`config.mk`:
```
export PLATFORM = sky130hd
export DESIGN_NAME = fifo_burst_ctrl_flat
export DESIGN_NICKNAME = d
export VERILOG_FILES = /design/src/rtl/fifo_burst_if.sv /design/src/rtl/fifo_burst_ctrl.sv /design/src/flat_wrapper.sv
export SDC_FILE = /design/constraint.sdc
export NUM_CORES = 1
export LEC_CHECK = 0
export BUFFER_PORTS_ARGS = -buffer_cell sky130_fd_sc_hd__buf_2
export CORE_MARGIN = 2
export CORE_UTILIZATION = 45
export DETAILED_ROUTE_END_ITERATION = 12
export GPL_TIMING_DRIVEN = 0
export PLACE_DENSITY = 0.66
export SLEW_MARGIN = 20
export SYNTH_ARGS = -nofsm -noshare
export SYNTH_HDL_FRONTEND = slang
export SYNTH_SLANG_ARGS = --single-unit
```
`constraint.sdc`:
```
create_clock -name clk -period 2 [get_ports clk]
set_clock_uncertainty 0.2 [all_clocks]
set_input_delay 0.4 -clock clk [delete_from_list [all_inputs] [get_ports clk]]
set_output_delay 0.4 -clock clk [all_outputs]
set_load 0.03 [all_outputs]
```
`src/rtl/fifo_burst_if.sv`:
```
// Handshake and status bundle between the burst sequencer and its surroundings.
// master: the controller side; slave: the sample source / sink / FIFO side.
interface fifo_burst_if #(
    parameter int OCC_W = 6
);
    logic             in_valid;
    logic             in_ready;
    logic             out_ready;
    logic             flush;
    logic             fifo_w_en;
    logic             fifo_r_en;
    logic             out_valid;
    logic             out_last;
    logic [OCC_W-1:0] occupancy;
    logic [1:0]       state;
    logic [15:0]      stall_cnt;

    modport master (
        input  in_valid, out_ready, flush,
        output in_ready, fifo_w_en, fifo_r_en, out_valid, out_last,
               occupancy, state, stall_cnt
    );

    modport slave (
        output in_valid, out_ready, flush,
        input  in_ready, fifo_w_en, fifo_r_en, out_valid, out_last,
               occupancy, state, stall_cnt
    );
endinterface

```
`src/rtl/fifo_burst_ctrl.sv`:
```
// Burst sequencer for the circular-buffer sample FIFO.
// Admits samples while filling, releases fixed-length bursts, and discards
// stored samples on flush. Write and read enables are exclusive by state:
// writes only happen in FILL, reads only in BURST/FLUSH.
module fifo_burst_ctrl #(
    parameter int DEPTH     = 32,
    parameter int BURST_LEN = 8,
    parameter int OCC_W     = 6
) (
    input  logic         clk,
    input  logic         rst_n,
    fifo_burst_if.master bus
);
    localparam int BW = (BURST_LEN > 1) ? $clog2(BURST_LEN) : 1;

    typedef enum logic [1:0] {
        S_FILL  = 2'b00,
        S_BURST = 2'b01,
        S_FLUSH = 2'b10
    } state_e;

    state_e           state_q, state_d;
    logic [OCC_W-1:0] occ_q, occ_d;
    logic [BW-1:0]    bcnt_q, bcnt_d;
    logic             flush_pend_q, flush_pend_d;
    logic             out_valid_q, out_valid_d;
    logic             out_last_q, out_last_d;
    logic [15:0]      stall_q, stall_d;

    logic in_ready, w_en, r_en, bcnt_last;

    // Gated by rst_n: the FIFO is held in reset too, so a sample taken now would be lost.
    assign in_ready  = rst_n && (state_q == S_FILL) && (occ_q < OCC_W'(DEPTH)) && !flush_pend_q;
    assign w_en      = bus.in_valid && in_ready;
    assign r_en      = (state_q == S_BURST) || ((state_q == S_FLUSH) && (occ_q != '0));
    assign bcnt_last = (bcnt_q == BW'(BURST_LEN - 1));

    // Next-state, occupancy, burst counter, pending flush and registered output strobes.
    always_comb begin
        state_d      = state_q;
        bcnt_d       = bcnt_q;
        flush_pend_d = flush_pend_q;
        occ_d        = occ_q;
        stall_d      = stall_q;
        if (w_en)
            occ_d = occ_q + 1'b1;
        else if (r_en)
            occ_d = occ_q - 1'b1;
        // FIFO data_out is registered, so the burst strobes trail the read by one cycle.
        out_valid_d = (state_q == S_BURST);
        out_last_d  = (state_q == S_BURST) && bcnt_last;
        if (bus.in_valid && !in_ready && (stall_q != 16'hFFFF))
            stall_d = stall_q + 1'b1;

        case (state_q)
            S_FILL: begin
                if (bus.flush || flush_pend_q) begin
                    state_d      = S_FLUSH;
                    flush_pend_d = 1'b0;
                end else if ((occ_d >= OCC_W'(BURST_LEN)) && bus.out_ready) begin
                    // occ_d so a write accepted this very cycle counts toward the burst
                    state_d = S_BURST;
                    bcnt_d  = '0;
                end
            end
            S_BURST: begin
                // Burst is uninterruptible; a flush request is parked until it ends.
                flush_pend_d = flush_pend_q || bus.flush;
                bcnt_d       = bcnt_q + 1'b1;
                if (bcnt_last) begin
                    bcnt_d = '0;
                    if (flush_pend_q) begin
                        state_d      = S_FLUSH;
                        flush_pend_d = 1'b0;
                    end else begin
                        state_d = S_FILL;
                    end
                end
            end
            S_FLUSH: begin
                flush_pend_d = 1'b0;
                if (occ_q == '0)
                    state_d = S_FILL;
            end
            default: state_d = S_FILL;
        endcase
    end

    // State and status registers; reset abandons any burst in flight.
    always_ff @(posedge clk or negedge rst_n) begin
        if (!rst_n) begin
            state_q      <= S_FILL;
            occ_q        <= '0;
            bcnt_q       <= '0;
            flush_pend_q <= 1'b0;
            out_valid_q  <= 1'b0;
            out_last_q   <= 1'b0;
            stall_q      <= '0;
        end else begin
            state_q      <= state_d;
            occ_q        <= occ_d;
            bcnt_q       <= bcnt_d;
            flush_pend_q <= flush_pend_d;
            out_valid_q  <= out_valid_d;
            out_last_q   <= out_last_d;
            stall_q      <= stall_d;
        end
    end

    assign bus.in_ready  = in_ready;
    assign bus.fifo_w_en = w_en;
    assign bus.fifo_r_en = r_en;
    assign bus.out_valid = out_valid_q;
    assign bus.out_last  = out_last_q;
    assign bus.occupancy = occ_q;
    assign bus.state     = state_q;
    assign bus.stall_cnt = stall_q;
endmodule

```
`src/flat_wrapper.sv`:
```
// flat-port wrapper written by rule: the top's interface ports become plain ports
module fifo_burst_ctrl_flat 
#(
    parameter int DEPTH     = 32,
    parameter int BURST_LEN = 8,
    parameter int OCC_W     = 6
)
  (clk, rst_n, bus_in_valid, bus_out_ready, bus_flush, bus_in_ready, bus_fifo_w_en, bus_fifo_r_en, bus_out_valid, bus_out_last, bus_occupancy, bus_state, bus_stall_cnt);
  fifo_burst_if #(.OCC_W(OCC_W)) bus_i ();
  input  logic clk;
  input  logic rst_n;
  input wire logic [$bits(bus_i.in_valid)-1:0] bus_in_valid;
  input wire logic [$bits(bus_i.out_ready)-1:0] bus_out_ready;
  input wire logic [$bits(bus_i.flush)-1:0] bus_flush;
  output wire logic [$bits(bus_i.in_ready)-1:0] bus_in_ready;
  output wire logic [$bits(bus_i.fifo_w_en)-1:0] bus_fifo_w_en;
  output wire logic [$bits(bus_i.fifo_r_en)-1:0] bus_fifo_r_en;
  output wire logic [$bits(bus_i.out_valid)-1:0] bus_out_valid;
  output wire logic [$bits(bus_i.out_last)-1:0] bus_out_last;
  output wire logic [$bits(bus_i.occupancy)-1:0] bus_occupancy;
  output wire logic [$bits(bus_i.state)-1:0] bus_state;
  output wire logic [$bits(bus_i.stall_cnt)-1:0] bus_stall_cnt;
  assign bus_i.in_valid = bus_in_valid;
  assign bus_i.out_ready = bus_out_ready;
  assign bus_i.flush = bus_flush;
  assign bus_in_ready = bus_i.in_ready;
  assign bus_fifo_w_en = bus_i.fifo_w_en;
  assign bus_fifo_r_en = bus_i.fifo_r_en;
  assign bus_out_valid = bus_i.out_valid;
  assign bus_out_last = bus_i.out_last;
  assign bus_occupancy = bus_i.occupancy;
  assign bus_state = bus_i.state;
  assign bus_stall_cnt = bus_i.stall_cnt;
  fifo_burst_ctrl #(.DEPTH(DEPTH), .BURST_LEN(BURST_LEN), .OCC_W(OCC_W)) u_core (.clk(clk), .rst_n(rst_n), .bus(bus_i));
endmodule
```
After elaboration in Yosys (flattened, before gate mapping)
Index checks and enable logic that the tools add are counted. W data, S select, Z words.

Register bits after elaboration: 30. Input bits: 5. Output and inout bits: 29. Logic and storage cells: 60.

$add $sub $neg: 4. Order comparisons: 2. Eq/ne operators: 10. Mux-type cells: 16. Reduce and logical (&&, ||, !) cells: 21.

Operator list (number): $add A16 B1 Y16 const B (1); $ne A16 B16 Y1 const B (1); $mux W6 (2); $mux W2 (5); $ne A2 B2 Y1 const B (5); $logic_and A1 B1 Y1 (9); $mux W3 (3); $add A6 B1 Y6 const B (1); $ge A6 B4 Y1 const B (1); $logic_not A6 Y1 (1); $lt A6 B6 Y1 const B (1); $pmux W2 S3 (1); $pmux W3 S2 (1); $reduce_and A3 Y1 (2); $reduce_bool A6 Y1 (1); $sub A6 B1 Y6 const B (1); $add A3 B1 Y3 const B (1); $eq A3 B3 Y1 const B (1); $mux W1 (3); $ne A3 B3 Y1 const B (1); $pmux W1 S3 (1); $reduce_bool A3 Y1 (1); $eq A2 B1 Y1 const B (1); $eq A2 B2 Y1 const B (1); other kinds (5) (7).

Longest topological paths before layout
Depth in word-level cells: 11. Gate-level depth with buffers: 7. Depth with buffers taken out: 6.

Worst setup path after synthesis
OpenSTA, ideal clock, no wires.

Path type: reg2out. Start: reg u_core.state_q[1] (netlist: u_core.bus.state[1]). End: out bus_in_ready. Data arrival time: 1834 ps. Data required time: 1400 ps. Slack: -434 ps. Cell stages (with the launch flop): 3. Buffers on the path: 0. Cells stage by stage: dfrtp_1 -> or2_2 -> nor4_1.

Cells in the longest elaborated chain, start to end: 4.

Ends and longest elaborated chain: from (decl) (line fifo_burst_ctrl.sv:22) `state_e state_q, state_d;`; from (signal assigned) (line fifo_burst_ctrl.sv:100) `state_q <= state_d;`; $logic_not A2 Y1 (line fifo_burst_ctrl.sv:33) `assign in_ready = rst_n && (state_q == S_FILL) && (occ_q < OCC_W'(DEPTH)) && !flush_pend_q;`; $logic_and A1 B1 Y1 (3 in series) (line fifo_burst_ctrl.sv:33); to (decl) (line flat_wrapper.sv:15) `output wire logic [$bits(bus_i.in_ready)-1:0] bus_in_ready;`.

No other way between the ends.

Worst setup path in the final report
Start: reg u_core.state_q[1] (netlist: u_core.bus.state[1]). End: out bus_fifo_r_en.

Cells in the longest elaborated chain, start to end: 3. Elaborated cells between the ends (all ways): 4. Classes of those cells: eq/ne (2); reduce/logical (2).

Ends and longest elaborated chain: $eq A2 B2 Y1 (line fifo_burst_ctrl.sv:35) `assign r_en = (state_q == S_BURST) || ((state_q == S_FLUSH) && (occ_q != '0));`; $logic_and A1 B1 Y1 (line fifo_burst_ctrl.sv:35); $logic_or A1 B1 Y1 (*) (line fifo_burst_ctrl.sv:35); to (decl) (line flat_wrapper.sv:17) `output wire logic [$bits(bus_i.fifo_r_en)-1:0] bus_fifo_r_en;`.

Mark *: on every way between the ends. The rest lies on a longest branch, timed or not.

==> impl_metrics.csv <==
group,metric,value,unit
global_routing,largest_net_degree_at_the_start_of_global_routing,31,
global_routing,grt_pass1_vias,1400,
status,status,"finished with violations",
timing,actual_transition_at_the_worst_max_transition_pin,444,ps
critical_path,timing.reg2reg.worst_path_depth,6,
global_routing,antenna_found_initial,0,
placed_design,numPortBuffers,33,
critical_path,worst-endpoint-required,1400,ps
logic_synthesis,synth.largest_area_cell,"sky130_fd_sc_hd__dfrtp_1",
clock_network,clk_root_buffer_cell,"sky130_fd_sc_hd__clkbuf_4",
logic_synthesis,yosys-top-cells-area,"sky130_fd_sc_hd__dfrtp_1 (46%), sky130_fd_sc_hd__xnor2_1 (8.5%), sky130_fd_sc_hd__ha_1 (4.6%)",
critical_path,timing.critical_path.from,"u_core.bus.state[1]",
critical_path,reg2reg_slack,-30,ps
timing,slack_of_the_critical_path,-70.1,ps
timing,fmax,483,MHz
die,chipWidth,64.5,µm
placed_design,place_hpwl,2490,µm
logic_synthesis,synth_seq_cells,30,
logic_synthesis,synth_fp_nets,164,
hold_path,worst_hold_startpoint,"bus_flush",
die,die_span_in_y,64.5,µm
global_routing,grt_util_all_layers,20.4,%
critical_path,data_arrival_at_the_endpoint_of_the_critical_path,1470,ps
logic_synthesis,number_of_enable_flip_flop_cells_after_synthesis,0,
die,core,3420,µm²
critical_path,worstPathCellList,"buf_6, xnor2_4, a41oi_4, buf_6",
clock_network,tritoncts,"yes",
hold_path,holdPathEnd,"u_core.flush_pend_q",
detailed_routing,route.vias.total,1442,
logic_synthesis,synth.yosys.seq_area_share,45.6,%
timing,final.period_utilization,104,%
logic_synthesis,ys_warn_count,0,
hold_path,hold_path_depth,3,
detailed_routing,avgRoutedWirePerCell,15.5,µm
die,design.portCount,34,
timing,finalMaxSlewViolations,0,
clock_network,h-tree-depth,2,
critical_path,critPathLaunchType,"flop",
critical_path,kind_of_capture_point_of_the_worst_setup_path,"primary output",
die,die_area,4160,µm²
cells_and_area,nNetsFinal,223,
logic_synthesis,dominantRegCellSynth,"sky130_fd_sc_hd__dfrtp_1",
critical_path,timing.critical_path.fanout_max,6,
critical_path,timing.rr.start,"u_core.flush_pend_q",
detailed_routing,drt-initial-drc-count,66,
critical_path,worst_r2r_endpoint,"u_core.bus.stall_cnt[1]",
die,std_cell_rows,21,
placed_design,globalplace.congestion,0.807,
status,violations,"setup timing",
detailed_routing,routed_wl,4020,µm
power_and_ir_drop,cellPowerDensity,1520,nW/µm²
global_routing,globalRouteOverflowTotal,0,
global_routing,first_pass_grt_wire_length,6580,µm
critical_path,cpMaxStageDelayCell,"sky130_fd_sc_hd__dfrtp_2",
detailed_routing,drt_pass1_iterations,4,
logic_synthesis,netlist-cell-type-count,46,
power_and_ir_drop,static-leakage-power,1.04,nW
logic_synthesis,synthesis.instances,153,
cells_and_area,antennaDiodeCount,0,
logic_synthesis,postSynth.asyncResetShare,100,%
clock_network,cts-root-to-sink-buffers,2,
detailed_routing,drc_errors,0,
cells_and_area,final_core_utilization,68.1,%
timing,grt_setup_unrepaired,"true",
clock_network,clk_pin_slew_worst_paths,100,ps
run,max-cap-violations,0,
logic_synthesis,netlist.area_leader.share,45.6,%
timing,max_slew_margin,70.2,%
timing,setup_viol_count_final,6,
die,initial_core_util,48.2,%
clock_network,tritoncts_sinks,30,
critical_path,critPathMaxStageDelay,460,ps
clock_network,cts-buffers-inserted,5,
timing,fin_crit,2070,ps
clock_network,worst_skew_pair.late_latency,350,ps
detailed_routing,vias_per_cell,5.57,
cells_and_area,synthToLayoutAreaGrowth,41.3,%
logic_synthesis,syn_area,1650,µm²
timing,timing.final.hold_violations,0,
timing,hold_slack,147,ps
critical_path,timing_worst_setup_path_type,"flop to primary output",
cells_and_area,share_of_final_layout_standard_cells_stronger_than_drive_strength_1,51.6,%
detailed_routing,antenna_left,0,
hold_path,hold_class,"input pin to flop",
power_and_ir_drop,power.ir.vdd_worst,0.000881,V
logic_synthesis,post_synth.cell_area_avg,10.8,µm²
critical_path,critical_path.most_common_cell,"sky130_fd_sc_hd__buf_6",
how the worst max path moves through the flow:
| stage | end | cells past startpoint |
|---|---|---|
| after detailed placement | u_core.bus.stall_cnt[1] | 5 |
| after CTS | bus_fifo_w_en | 4 |
| after global placement | u_core.bus.stall_cnt[1] | 5 |
| after floorplan | u_core.bus.state[0] | 6 |
| final | bus_fifo_r_en | 4 |
| after global routing | bus_fifo_r_en | 4 |
Yosys cell counts, types with 2 or more instances:
master and count:
sky130_fd_sc_hd__nor2_2 2, sky130_fd_sc_hd__o31ai_1 3, sky130_fd_sc_hd__and3_1 4, sky130_fd_sc_hd__a21oi_1 3
sky130_fd_sc_hd__nor4_1 2, sky130_fd_sc_hd__o21ai_0 4, sky130_fd_sc_hd__xor2_1 4, sky130_fd_sc_hd__xnor2_1 16
sky130_fd_sc_hd__nand3_1 10, sky130_fd_sc_hd__and2_1 2, sky130_fd_sc_hd__nand4_1 3, sky130_fd_sc_hd__dfrtp_1 30
sky130_fd_sc_hd__a22oi_1 2, sky130_fd_sc_hd__and4_1 2, sky130_fd_sc_hd__nor3_1 3, sky130_fd_sc_hd__clkbuf_1 2
sky130_fd_sc_hd__nor2b_1 2, sky130_fd_sc_hd__nor2_1 9, sky130_fd_sc_hd__inv_1 7, sky130_fd_sc_hd__a31oi_1 2
sky130_fd_sc_hd__ha_1 6, sky130_fd_sc_hd__nand3b_1 2, sky130_fd_sc_hd__nand2_1 10
metal layers:
metal | wire length [µm] | global-route usage [%]
met1 | 1630 | 25.1
met2 | 2100 | 35.2
met3 | 223 | 4.17
met4 | 72 | 7.98
met5 | 0 | 0
power by group:
| group | switching [mW] | internal, mW | leakage (nW) |
|---|---|---|---|
| Sequential | 0.278 | 0.820 | 0.370 |
| Combinational | 1.11 | 0.878 | 0.623 |
| Clock | 0.224 | 0.240 | 0.0446 |
| Total | 1.61 | 1.94 | 1.04 |
final cells by class:
cell class	instances	area (µm²)
fill	266	1090
multi-input combinational	111	983
sequential	30	767
timing repair buffer	55	394
clock buffer	8	78.8
tap	46	57.6
inverter	7	26.3
buffer	2	18.8
sequential cells by signal, indices dropped and copies added (netlist names):
| register | flops |
|---|---|
| u_core.flush_pend_q | 1 |
| u_core.bus.stall_cnt | 16 |
| u_core.bcnt_q | 3 |
| u_core.bus.state | 2 |
| u_core.bus.out_last | 1 |
| u_core.bus.out_valid | 1 |
| u_core.bus.occupancy | 6 |
critical path, delay by kind of cell (launching register included):
| kind | cells | cell delay (ps) |
|---|---|---|
| buf+inv | 2 | 300 |
| xor+xnor | 1 | 140 |
| compound gates | 1 | 210 |
| flops | 1 | 460 |
layout by cell type, fill, tap and decap left out, types with 3 or more instances in the layout:
cell,n
sky130_fd_sc_hd__xnor2_1,15
sky130_fd_sc_hd__ha_1,4
sky130_fd_sc_hd__and3_1,3
sky130_fd_sc_hd__o21ai_0,3
sky130_fd_sc_hd__nor3_1,3
sky130_fd_sc_hd__dfrtp_1,17
sky130_fd_sc_hd__buf_2,29
sky130_fd_sc_hd__nor2_2,3
sky130_fd_sc_hd__inv_2,3
sky130_fd_sc_hd__nand3_1,7
sky130_fd_sc_hd__buf_6,7
sky130_fd_sc_hd__clkbuf_8,3
sky130_fd_sc_hd__nand3_2,3
sky130_fd_sc_hd__dfrtp_2,13
sky130_fd_sc_hd__nand4_1,3
sky130_fd_sc_hd__nor2_1,7
sky130_fd_sc_hd__a21oi_1,3
sky130_fd_sc_hd__nand2_1,9
sky130_fd_sc_hd__clkbuf_4,5
sky130_fd_sc_hd__buf_4,16
sky130_fd_sc_hd__inv_1,4
sky130_fd_sc_hd__xor2_1,4
cell families after synthesis:
kind of cell	synth area share [%]
DFF	45.6
buffers and inverters	3.12
adders and majority gates	4.56
and+or+nand+nor	19.3
xor gates and xnor gates	10.6
AOI/OAI and AO/OA	16.1
muxes	0.684
per-stage QoR:
| step | cells | setup TNS, ps | instance area [µm²] | power, mW | setup WS [ps] |
|---|---|---|---|---|---|
| floorplan | 153 | -232 | 1720 | 2.25 | -109 |
| detailed placement | 232 | -10950 | 1950 | 2.65 | -562 |
| CTS | 251 | -143 | 2170 | 3.31 | -59.9 |
| finish | 259 | -185 | 2330 | 3.54 | -70.1 |
| global placement | 232 | -9400 | 1950 | 2.59 | -496 |
| global route | 259 | -775 | 2330 | 3.77 | -107 |
timing repair:
action	in CTS	in global routing
hold buffers	2	0
pin swaps	5	11
resized for setup	15	19
endpoints found under the hold margin	30	0
setup endpoints to repair	23	19
setup buffers	12	10
Power figures use the tool's default switching activity.
